--- src/rtl/alu_phase_seq_if.sv ---
// Request/enable bundle between the ALU phase sequencer and its datapath.
interface alu_phase_seq_if #(
  parameter int CNT_W = 16
);
  logic             req_valid;
  logic             req_ready;
  logic [4:0]       req_ra;
  logic [4:0]       req_rb;
  logic [4:0]       req_rw;
  logic [3:0]       req_op;
  logic             req_we;
  logic             step_mode;
  logic             step;
  logic [4:0]       R_Addr_A;
  logic [4:0]       R_Addr_B;
  logic [4:0]       W_Addr;
  logic [3:0]       ALU_OP;
  logic             Reg_Write;
  logic             rr_en;
  logic             f_en;
  logic             wb_en;
  logic             busy;
  logic             done;
  logic [CNT_W-1:0] op_count;

  modport master (
    output req_valid, req_ra, req_rb, req_rw, req_op, req_we, step_mode, step,
    input  req_ready, R_Addr_A, R_Addr_B, W_Addr, ALU_OP, Reg_Write,
           rr_en, f_en, wb_en, busy, done, op_count
  );

  modport slave (
    input  req_valid, req_ra, req_rb, req_rw, req_op, req_we, step_mode, step,
    output req_ready, R_Addr_A, R_Addr_B, W_Addr, ALU_OP, Reg_Write,
           rr_en, f_en, wb_en, busy, done, op_count
  );
endinterface

--- src/rtl/alu_phase_seq.sv ---
// Sequencer for register read -> operand latch -> ALU/flag latch -> write-back,
// producing one-cycle phase enables instead of separate phase clocks.
//
//   state  | meaning
//   IDLE   | ready for a request; latched fields hold the last operation
//   READ   | register file addressed; rr_en on go
//   EXEC   | ALU settling for EXEC_WAIT cycles, then f_en on go
//   WB     | wb_en (if Reg_Write) on go
//   DONE   | done pulse, op_count increment, back to IDLE
module alu_phase_seq #(
  parameter int EXEC_WAIT = 0,
  parameter int CNT_W     = 16
) (
  input  logic           clk,
  input  logic           rst,
  alu_phase_seq_if.slave io_bus
);

  typedef enum logic [2:0] {S_IDLE, S_READ, S_EXEC, S_WB, S_DONE} state_t;

  localparam logic [3:0] LP_WAIT = 4'(EXEC_WAIT);

  state_t           r_state;
  state_t           w_next;
  logic             r_step_q;
  logic [3:0]       r_wait;
  logic [4:0]       r_ra;
  logic [4:0]       r_rb;
  logic [4:0]       r_rw;
  logic [3:0]       r_op;
  logic             r_reg_write;
  logic [CNT_W-1:0] r_op_count;

  logic w_step_rise;
  logic w_go;
  logic w_wait_zero;
  logic w_accept;
  logic w_rr_en;
  logic w_f_en;
  logic w_wb_en;

  // A step rise is only consumed by the state it arrives in; nothing stores it.
  assign w_step_rise = io_bus.step & ~r_step_q;
  assign w_go        = ~io_bus.step_mode | w_step_rise;
  assign w_wait_zero = (r_wait == 4'd0);
  assign w_accept    = (r_state == S_IDLE) & io_bus.req_valid;

  // Next-state and enable decode from the registered state and go.
  always_comb begin
    w_next  = r_state;
    w_rr_en = 1'b0;
    w_f_en  = 1'b0;
    w_wb_en = 1'b0;
    unique case (r_state)
      S_IDLE: if (io_bus.req_valid) w_next = S_READ;
      S_READ: if (w_go) begin
        w_rr_en = 1'b1;
        w_next  = S_EXEC;
      end
      S_EXEC: if (w_wait_zero && w_go) begin
        w_f_en = 1'b1;
        w_next = S_WB;
      end
      S_WB: if (w_go) begin
        w_wb_en = r_reg_write;
        w_next  = S_DONE;
      end
      S_DONE:  w_next = S_IDLE;
      default: w_next = S_IDLE;
    endcase
  end

  // State register.
  always_ff @(posedge clk or posedge rst) begin
    if (rst) r_state <= S_IDLE;
    else     r_state <= w_next;
  end

  // Step edge detector.
  always_ff @(posedge clk or posedge rst) begin
    if (rst) r_step_q <= 1'b0;
    else     r_step_q <= io_bus.step;
  end

  // Request fields are captured on acceptance only and held until the next one.
  always_ff @(posedge clk or posedge rst) begin
    if (rst) begin
      r_ra        <= '0;
      r_rb        <= '0;
      r_rw        <= '0;
      r_op        <= '0;
      r_reg_write <= 1'b0;
    end else if (w_accept) begin
      r_ra        <= io_bus.req_ra;
      r_rb        <= io_bus.req_rb;
      r_rw        <= io_bus.req_rw;
      r_op        <= io_bus.req_op;
      r_reg_write <= io_bus.req_we & (io_bus.req_rw != 5'd0);
    end
  end

  // ALU settle counter: loaded leaving READ, counts down in EXEC regardless of go.
  always_ff @(posedge clk or posedge rst) begin
    if (rst) begin
      r_wait <= '0;
    end else if (r_state == S_READ && w_go) begin
      r_wait <= LP_WAIT;
    end else if (r_state == S_EXEC && !w_wait_zero) begin
      r_wait <= r_wait - 4'd1;
    end
  end

  // Completed-operation counter, wraps naturally.
  always_ff @(posedge clk or posedge rst) begin
    if (rst)                    r_op_count <= '0;
    else if (r_state == S_DONE) r_op_count <= r_op_count + 1'b1;
  end

  assign io_bus.req_ready = (r_state == S_IDLE) & ~rst;
  assign io_bus.busy      = (r_state != S_IDLE);
  assign io_bus.done      = (r_state == S_DONE);
  assign io_bus.rr_en     = w_rr_en;
  assign io_bus.f_en      = w_f_en;
  assign io_bus.wb_en     = w_wb_en;
  assign io_bus.R_Addr_A  = r_ra;
  assign io_bus.R_Addr_B  = r_rb;
  assign io_bus.W_Addr    = r_rw;
  assign io_bus.ALU_OP    = r_op;
  assign io_bus.Reg_Write = r_reg_write;
  assign io_bus.op_count  = r_op_count;

endmodule

--- src/flat_wrapper.sv ---
// flat-port wrapper written by rule: the top's interface ports become plain ports
module alu_phase_seq_flat 
#(
  parameter int EXEC_WAIT = 0,
  parameter int CNT_W     = 16
)
  (clk, rst, io_bus_req_valid, io_bus_req_ra, io_bus_req_rb, io_bus_req_rw, io_bus_req_op, io_bus_req_we, io_bus_step_mode, io_bus_step, io_bus_req_ready, io_bus_R_Addr_A, io_bus_R_Addr_B, io_bus_W_Addr, io_bus_ALU_OP, io_bus_Reg_Write, io_bus_rr_en, io_bus_f_en, io_bus_wb_en, io_bus_busy, io_bus_done, io_bus_op_count);
  alu_phase_seq_if #(.CNT_W(CNT_W)) io_bus_i ();
  input  logic clk;
  input  logic rst;
  input wire logic [$bits(io_bus_i.req_valid)-1:0] io_bus_req_valid;
  input wire logic [$bits(io_bus_i.req_ra)-1:0] io_bus_req_ra;
  input wire logic [$bits(io_bus_i.req_rb)-1:0] io_bus_req_rb;
  input wire logic [$bits(io_bus_i.req_rw)-1:0] io_bus_req_rw;
  input wire logic [$bits(io_bus_i.req_op)-1:0] io_bus_req_op;
  input wire logic [$bits(io_bus_i.req_we)-1:0] io_bus_req_we;
  input wire logic [$bits(io_bus_i.step_mode)-1:0] io_bus_step_mode;
  input wire logic [$bits(io_bus_i.step)-1:0] io_bus_step;
  output wire logic [$bits(io_bus_i.req_ready)-1:0] io_bus_req_ready;
  output wire logic [$bits(io_bus_i.R_Addr_A)-1:0] io_bus_R_Addr_A;
  output wire logic [$bits(io_bus_i.R_Addr_B)-1:0] io_bus_R_Addr_B;
  output wire logic [$bits(io_bus_i.W_Addr)-1:0] io_bus_W_Addr;
  output wire logic [$bits(io_bus_i.ALU_OP)-1:0] io_bus_ALU_OP;
  output wire logic [$bits(io_bus_i.Reg_Write)-1:0] io_bus_Reg_Write;
  output wire logic [$bits(io_bus_i.rr_en)-1:0] io_bus_rr_en;
  output wire logic [$bits(io_bus_i.f_en)-1:0] io_bus_f_en;
  output wire logic [$bits(io_bus_i.wb_en)-1:0] io_bus_wb_en;
  output wire logic [$bits(io_bus_i.busy)-1:0] io_bus_busy;
  output wire logic [$bits(io_bus_i.done)-1:0] io_bus_done;
  output wire logic [$bits(io_bus_i.op_count)-1:0] io_bus_op_count;
  assign io_bus_i.req_valid = io_bus_req_valid;
  assign io_bus_i.req_ra = io_bus_req_ra;
  assign io_bus_i.req_rb = io_bus_req_rb;
  assign io_bus_i.req_rw = io_bus_req_rw;
  assign io_bus_i.req_op = io_bus_req_op;
  assign io_bus_i.req_we = io_bus_req_we;
  assign io_bus_i.step_mode = io_bus_step_mode;
  assign io_bus_i.step = io_bus_step;
  assign io_bus_req_ready = io_bus_i.req_ready;
  assign io_bus_R_Addr_A = io_bus_i.R_Addr_A;
  assign io_bus_R_Addr_B = io_bus_i.R_Addr_B;
  assign io_bus_W_Addr = io_bus_i.W_Addr;
  assign io_bus_ALU_OP = io_bus_i.ALU_OP;
  assign io_bus_Reg_Write = io_bus_i.Reg_Write;
  assign io_bus_rr_en = io_bus_i.rr_en;
  assign io_bus_f_en = io_bus_i.f_en;
  assign io_bus_wb_en = io_bus_i.wb_en;
  assign io_bus_busy = io_bus_i.busy;
  assign io_bus_done = io_bus_i.done;
  assign io_bus_op_count = io_bus_i.op_count;
  alu_phase_seq #(.EXEC_WAIT(EXEC_WAIT), .CNT_W(CNT_W)) u_core (.clk(clk), .rst(rst), .io_bus(io_bus_i));
endmodule
--- config.mk ---
export PLATFORM = sky130hd
export DESIGN_NAME = alu_phase_seq_flat
export DESIGN_NICKNAME = d
export VERILOG_FILES = /design/src/rtl/alu_phase_seq_if.sv /design/src/rtl/alu_phase_seq.sv /design/src/flat_wrapper.sv
export SDC_FILE = /design/constraint.sdc
export NUM_CORES = 1
export LEC_CHECK = 0
export ABC_CLOCK_PERIOD_IN_PS = 4600
export CORE_MARGIN = 4
export CORE_UTILIZATION = 35
export DETAILED_ROUTE_END_ITERATION = 8
export GPL_TIMING_DRIVEN = 0
export PLACE_DENSITY_LB_ADDON = 0.12
export SLEW_MARGIN = 5
export SYNTH_ARGS = -nofsm -noshare
export SYNTH_HDL_FRONTEND = slang
export SYNTH_SLANG_ARGS = --single-unit
--- constraint.sdc ---
create_clock -name clk -period 4.6 [get_ports clk]
set_input_delay 0.46 -clock clk [delete_from_list [all_inputs] [get_ports clk]]
set_output_delay 0.46 -clock clk [all_outputs]
set_load 0.05 [all_outputs]
==> reports/metrics.cfg, run 1 <==
[run_status]
status=complete, no violations

[floorplanning]
die_h_um=81.7
start_util=0.367
die_w_um=81.7
ios=67
std_cell_rows=26
dieArea_um2=6670
coreArea_um2=5170

[clocking]
cts_inserted_buffers=5
postCtsResizedCells=0
cts_setup_buffers=0
hold_buffers=0
cts_tree=done
clockBufferDepth=2
path_clk_slew_ns=0.08
clk_latency_ns=0.29
root_buffer=clkbuf_8
clkSinkCount=44
htree_levels=2

[global_routing]
gr-total-overflow=0
use_met3=0.0504
grt_max_degree=37
top_usage_layer=met2
grt_use_met1=0.153
grt.met2_usage=0.230
antenna_found_initial=0
grt_pass1_wl_um=6720
grt_usage=0.133
grt_pass1_vias=1442

[detailed_routing]
firstDrtPassIters=4
vias=1379
wirelength_um=4190
routed_via_density=4.71
drc=0
drtIter0Drc=35
wl_per_cell_um=14.3
antenna_left=0

[timing]
period_needed_ns=3.11
setup-violations-final=0
grt_setup_unrepaired=no
relSlewSlack=0.597
tightest_slew_ns=0.600
fmax_mhz=322
report.final.hold_viol_count=0
maxSlewViolCount=0
setup_tns_ns=0
finalCritPeriodShare=0.676
hold_slack_ns=0.436
fin_skew_ns=0.00444

[worst_setup_path]
crit_start=io_bus_step
cp-start-kind=input port
crit_arrival_ns=2.65
crit-reg2reg-launch=u_core.r_state[1]
path_max_fanout=5
worst-setup-path-type=in2out
cp.required_ns=4.14
worst_setup_path_end_kind=output port

[logic_synthesis]
syn-instance-count=148
synth_compound_gate_area_share=0.0250
synth_cell_types=30
yosysWarnings=0
muxShareOfSynthArea=0.118
synthAdderAreaFrac=0.0132
synth_seq_area_share=0.579
syn_area_per_cell_um2=12.8
synth_top_family_by_area=simple AND/OR/NAND/NOR gates
synthSimpleGateAreaFrac=0.147
synthXorXnorAreaFrac=0.0876
syn_area_um2=1900
syn-num-nets=175
synth-seq-cells=44

[layout]
final_common_cell=clkdlybuf4s50_1
area_growth_pct=45.2
nFillCells=438
final_cell_mix=66 x clkdlybuf4s50_1, 44 x dfrtp_1, 18 x mux2_1
n_antenna_cell=0
seq_area_um2=1100
drive_gt1_frac=0.0897
final_cell_area_um2=2760
final_cells=293
multi_input_area_um2=743
nNetsFinal=249

[placement]
placed_cell_area_um2=2670
portBuffers=66
hpwl_um=3270
place_inst=285
gp_congestion=0.747

[power_and_ir_drop]
ir_drop_mv=0.325
power_density_nw_per_um2=668
leakage_nw=1.14

[hold_path]
hp-class=in2async

[flow_run]
cap_violations=0

layer usage:
metal	routed length [um]	vias up
li1	-	658
met1	1660	672
met2	2130	43
met3	348	6
met4	52	0
met5	0	-
power breakdown:
part	total (W)	switching [W]	internal, W
logic	0.000997	0.000622	0.000375
clock network	0.000244	0.000122	0.000123
registers	0.000601	0.0000834	0.000517
sequential cells by signal, summed over array words and instances, names as in the netlist, 3 cells and up:
name and cells:
u_core.io_bus.R_Addr_B 5, u_core.r_state 3, u_core.io_bus.ALU_OP 4, u_core.io_bus.W_Addr 5
u_core.io_bus.R_Addr_A 5, u_core.r_wait 4, u_core.io_bus.op_count 16
cell usage after synthesis (all sizes together):
cell type  count  share of area
a211oi         1         0.0040
a21bo          1         0.0053
a21boi         1         0.0040
a21oi          2         0.0053
and2           3         0.0099
and3           1         0.0033
and4           1         0.0046
buf            3          0.018
dfrtp         44           0.58
ha             2          0.013
inv            6          0.012
mux2          20           0.12
nand2          7          0.014
nand2b         1         0.0033
nand3          8          0.021
nand4          6          0.020
nor2          10          0.032
nor3           3         0.0079
nor3b          2         0.0079
o211ai         1         0.0040
o21ai          1         0.0026
or2            1         0.0033
or3            1         0.0059
or3b           2          0.011
or4            1         0.0040
xnor2         16          0.074
xor2           3          0.014
cell families after synthesis:
kind of cell	Yosys count
and+or+nand+nor	47
DFF	44
muxes	20
xor gates and xnor gates	19
buffers and inverters	9
AOI/OAI and AO/OA	7
adders and majority gates	2
layout make-up:
cell class,instances,area share
inverters,6,0.00816
clock buffers,8,0.0327
plain buffers,3,0.0122
repair buffers,67,0.247
well taps,70,0.0317
multi-input cells,95,0.269
flip-flops and latches,44,0.399
per-stage QoR:
stage	setup WS, ns	util	power [W]
2_1_floorplan	2.16	-	0.00128
3_3_place_gp	1.55	0.512	0.00158
3_5_place_dp	1.50	0.516	0.00162
4_1_cts	1.49	0.533	0.00187
5_1_grt	1.34	0.533	0.00195
6_report	1.49	0.533	0.00184
worst max-delay path: stages:
cell and delay (ns):
clkdlybuf4s50_1 0.48, nand2b_1 0.09, a21bo_2 0.23, nor3_1 0.47, clkdlybuf4s50_1 0.92
path summary, 6_finish.rpt:
check	cells after the start	slack (ns)	endpoint
setup / recovery	5	1.49	io_bus_rr_en
hold / removal	2	0.44	u_core.r_wait[2]
setup reg to reg	5	2.92	u_core.io_bus.R_Addr_A[4]
hold reg to reg	1	0.49	u_core.io_bus.R_Addr_B[2]
max in group asynchronous	3	3.71	u_core.io_bus.ALU_OP[1]
min in group clk	1	0.49	u_core.io_bus.R_Addr_B[2]
(Power assumes the default switching activity.)
==> run 2: changes to the inputs <==
--- a/config.mk
+++ b/config.mk
@@ -5,7 +5,7 @@
 export SDC_FILE = /design/constraint.sdc
 export NUM_CORES = 1
 export LEC_CHECK = 0
-export ABC_CLOCK_PERIOD_IN_PS = 4600
+export ABC_CLOCK_PERIOD_IN_PS = 3200
 export CORE_MARGIN = 4
 export CORE_UTILIZATION = 35
 export DETAILED_ROUTE_END_ITERATION = 8
==> constraint.sdc (replaced) <==
create_clock -name clk -period 3.2 [get_ports clk]
set_input_delay 0.32 -clock clk [delete_from_list [all_inputs] [get_ports clk]]
set_output_delay 0.32 -clock clk [all_outputs]
set_load 0.05 [all_outputs]
==> results of run 2 <==
Same layout as run 1 (identical final DEF). Status: complete, no violations.
Main changes from that run: setup slack after placement 1.50 ns -> 0.377 ns; setup slack after layout 1.49 ns -> 0.332 ns; hold slack 0.436 ns -> 0.296 ns; start point of the critical path io_bus_step -> u_core.r_wait[0]; end point of the critical path io_bus_rr_en -> io_bus_f_en; register-to-register setup slack 2.92 ns -> 1.52 ns; total power 0.00184 W -> 0.00265 W; worst IR drop on VDD 0.325 mV -> 0.467 mV
==> run 3: changes to the inputs <==
--- a/config.mk
+++ b/config.mk
@@ -8,6 +8,7 @@
 export ABC_CLOCK_PERIOD_IN_PS = 3200
 export CORE_MARGIN = 4
 export CORE_UTILIZATION = 35
+export CTS_BUF_LIST = sky130_fd_sc_hd__clkbuf_4 sky130_fd_sc_hd__clkbuf_8
 export DETAILED_ROUTE_END_ITERATION = 8
 export GPL_TIMING_DRIVEN = 0
 export PLACE_DENSITY_LB_ADDON = 0.12
==> run 3 against run 2 <==
Compared with the run above: register-to-register slack barely moved; sequential cell count stayed put; sequential share of layout area shrank 0.11 points; combinational power barely moved; first-iteration DRC count decreased by 5.7%.
==> reports/metrics.cfg, run 3 (synthesized netlist as in run 1, its figures left out) <==
[worst_setup_path]
cp-start-kind=flop
cp.required_ns=2.88
ff2ff_path_depth=5
reg2reg_slack_ns=1.52
path_max_fanout=4
reg2reg_to=u_core.io_bus.R_Addr_A[4]
worst-setup-path-type=reg2out
crit-reg2reg-launch=u_core.r_state[1]
crit_arrival_ns=2.55
worst_setup_path_end_kind=output port

[power_and_ir_drop]
swShare=0.447
ir_drop_mv=0.467
internal_power_w=0.00148
power_frac_seq=0.324
power_density_nw_per_um2=965
leakage_nw=1.14
pwr-share-comb=0.537
clkPwrFrac=0.139
finalPower_w=0.00267
netSwitchingPower_w=0.00119

[placement]
portBuffers=66
gp_congestion=0.747
pre_cts_ws_ns=0.377
hpwl_um=3270

[detailed_routing]
drtIter0Drc=33
routed_via_density=4.71
wirelength_um=4220
firstDrtPassIters=4
antenna_left=0
drc=0
wl_per_cell_um=14.4
vias=1381

[global_routing]
gr-total-overflow=0
grt_usage=0.133
grt_pass1_vias=1443
grt_max_degree=37
antenna_found_initial=0
grt_pass1_wl_um=6730

[timing]
grt_setup_unrepaired=no
finalCritPeriodShare=0.897
tightest_slew_ns=0.600
relSlewSlack=0.597
fmax_mhz=348
setup-violations-final=0
period_needed_ns=2.87
maxSlewViolCount=0
setup_tns_ns=0
hold_slack_ns=0.294
layout_setup_ws_ns=0.330
fin_skew_ns=0.00717
report.final.hold_viol_count=0

[layout]
final_common_cell=clkdlybuf4s50_1
final_core_util=0.535
seq_area_um2=1100
final_cell_mix=66 x clkdlybuf4s50_1, 44 x dfrtp_1, 18 x mux2_1
area_growth_pct=45.6
n_antenna_cell=0
largest_reg_flops=16
nFillCells=439
drive_gt1_frac=0.0987
nNetsFinal=249
multi_input_area_um2=743

[clocking]
postCtsResizedCells=0
clk_latency_ns=0.29
clockBufferDepth=2
htree_levels=2
cts_inserted_buffers=5
path_clk_slew_ns=0.08
root_buffer=clkbuf_8
cts_tree=done
clkSinkCount=44
hold_buffers=0
cts_setup_buffers=0

[floorplanning]
ios=67
die_h_um=81.7
std_cell_rows=26
die_w_um=81.7
start_util=0.367
dieArea_um2=6670
coreArea_um2=5170

[hold_path]
hp-class=in2async

[flow_run]
cap_violations=0

[run_status]
status=complete, no violations

==> run 3: stage by stage <==
step	std cells	cell area (um2)
6_report	293	2770
5_1_grt	293	2770
4_1_cts	293	2770
3_5_place_dp	285	2670
3_3_place_gp	284	2650
2_1_floorplan	148	1900
==> run 3: cell type report <==
class | instances | area share
flip-flops and latches | 44 | 0.398
well taps | 70 | 0.0317
repair buffers | 67 | 0.246
plain buffers | 3 | 0.0122
clock buffers | 8 | 0.0353
inverters | 6 | 0.00814
multi-input cells | 95 | 0.269
==> run 3: how the worst max path moves through the flow <==
stage                     start            to  slack, ns  cells past startpoint
2_1_floorplan   u_core.r_step_q  io_bus_rr_en       0.93                      3
3_3_place_gp        io_bus_step  io_bus_rr_en       0.43                      5
3_5_place_dp        io_bus_step  io_bus_rr_en       0.38                      5
4_1_cts        u_core.r_wait[0]   io_bus_f_en       0.31                      6
5_1_grt             io_bus_step  io_bus_rr_en       0.22                      5
6_report       u_core.r_wait[0]   io_bus_f_en       0.33                      6
==> run 3: power groups by stage <==
stage / sequential [W] / combinational [W] / clock, W
2_1_floorplan: 0.00137 / 0.000467 / 0
3_3_place_gp: 0.000858 / 0.00142 / 0
3_5_place_dp: 0.000879 / 0.00145 / 0
4_1_cts: 0.000867 / 0.00145 / 0.000383
5_1_grt: 0.000891 / 0.00152 / 0.000407
6_report: 0.000864 / 0.00143 / 0.000372
==> run 3: per-layer routing <==
layer	wire [um]	GRT usage	vias up	share of wire
li1	-	-	659	-
met1	1690	0.153	671	0.40
met2	2130	0.230	45	0.50
met3	349	0.0504	6	0.083
met4	52	0.0399	0	0.012
met5	0	0	-	0
==> run 3: critical path: stages, from the launching register on <==
cell and delay, ns:
dfrtp_1 0.38, inv_1 0.09, ha_1 0.17, or3b_2 0.49
a21oi_1 0.18, and2_1 0.15, clkdlybuf4s50_1 0.80
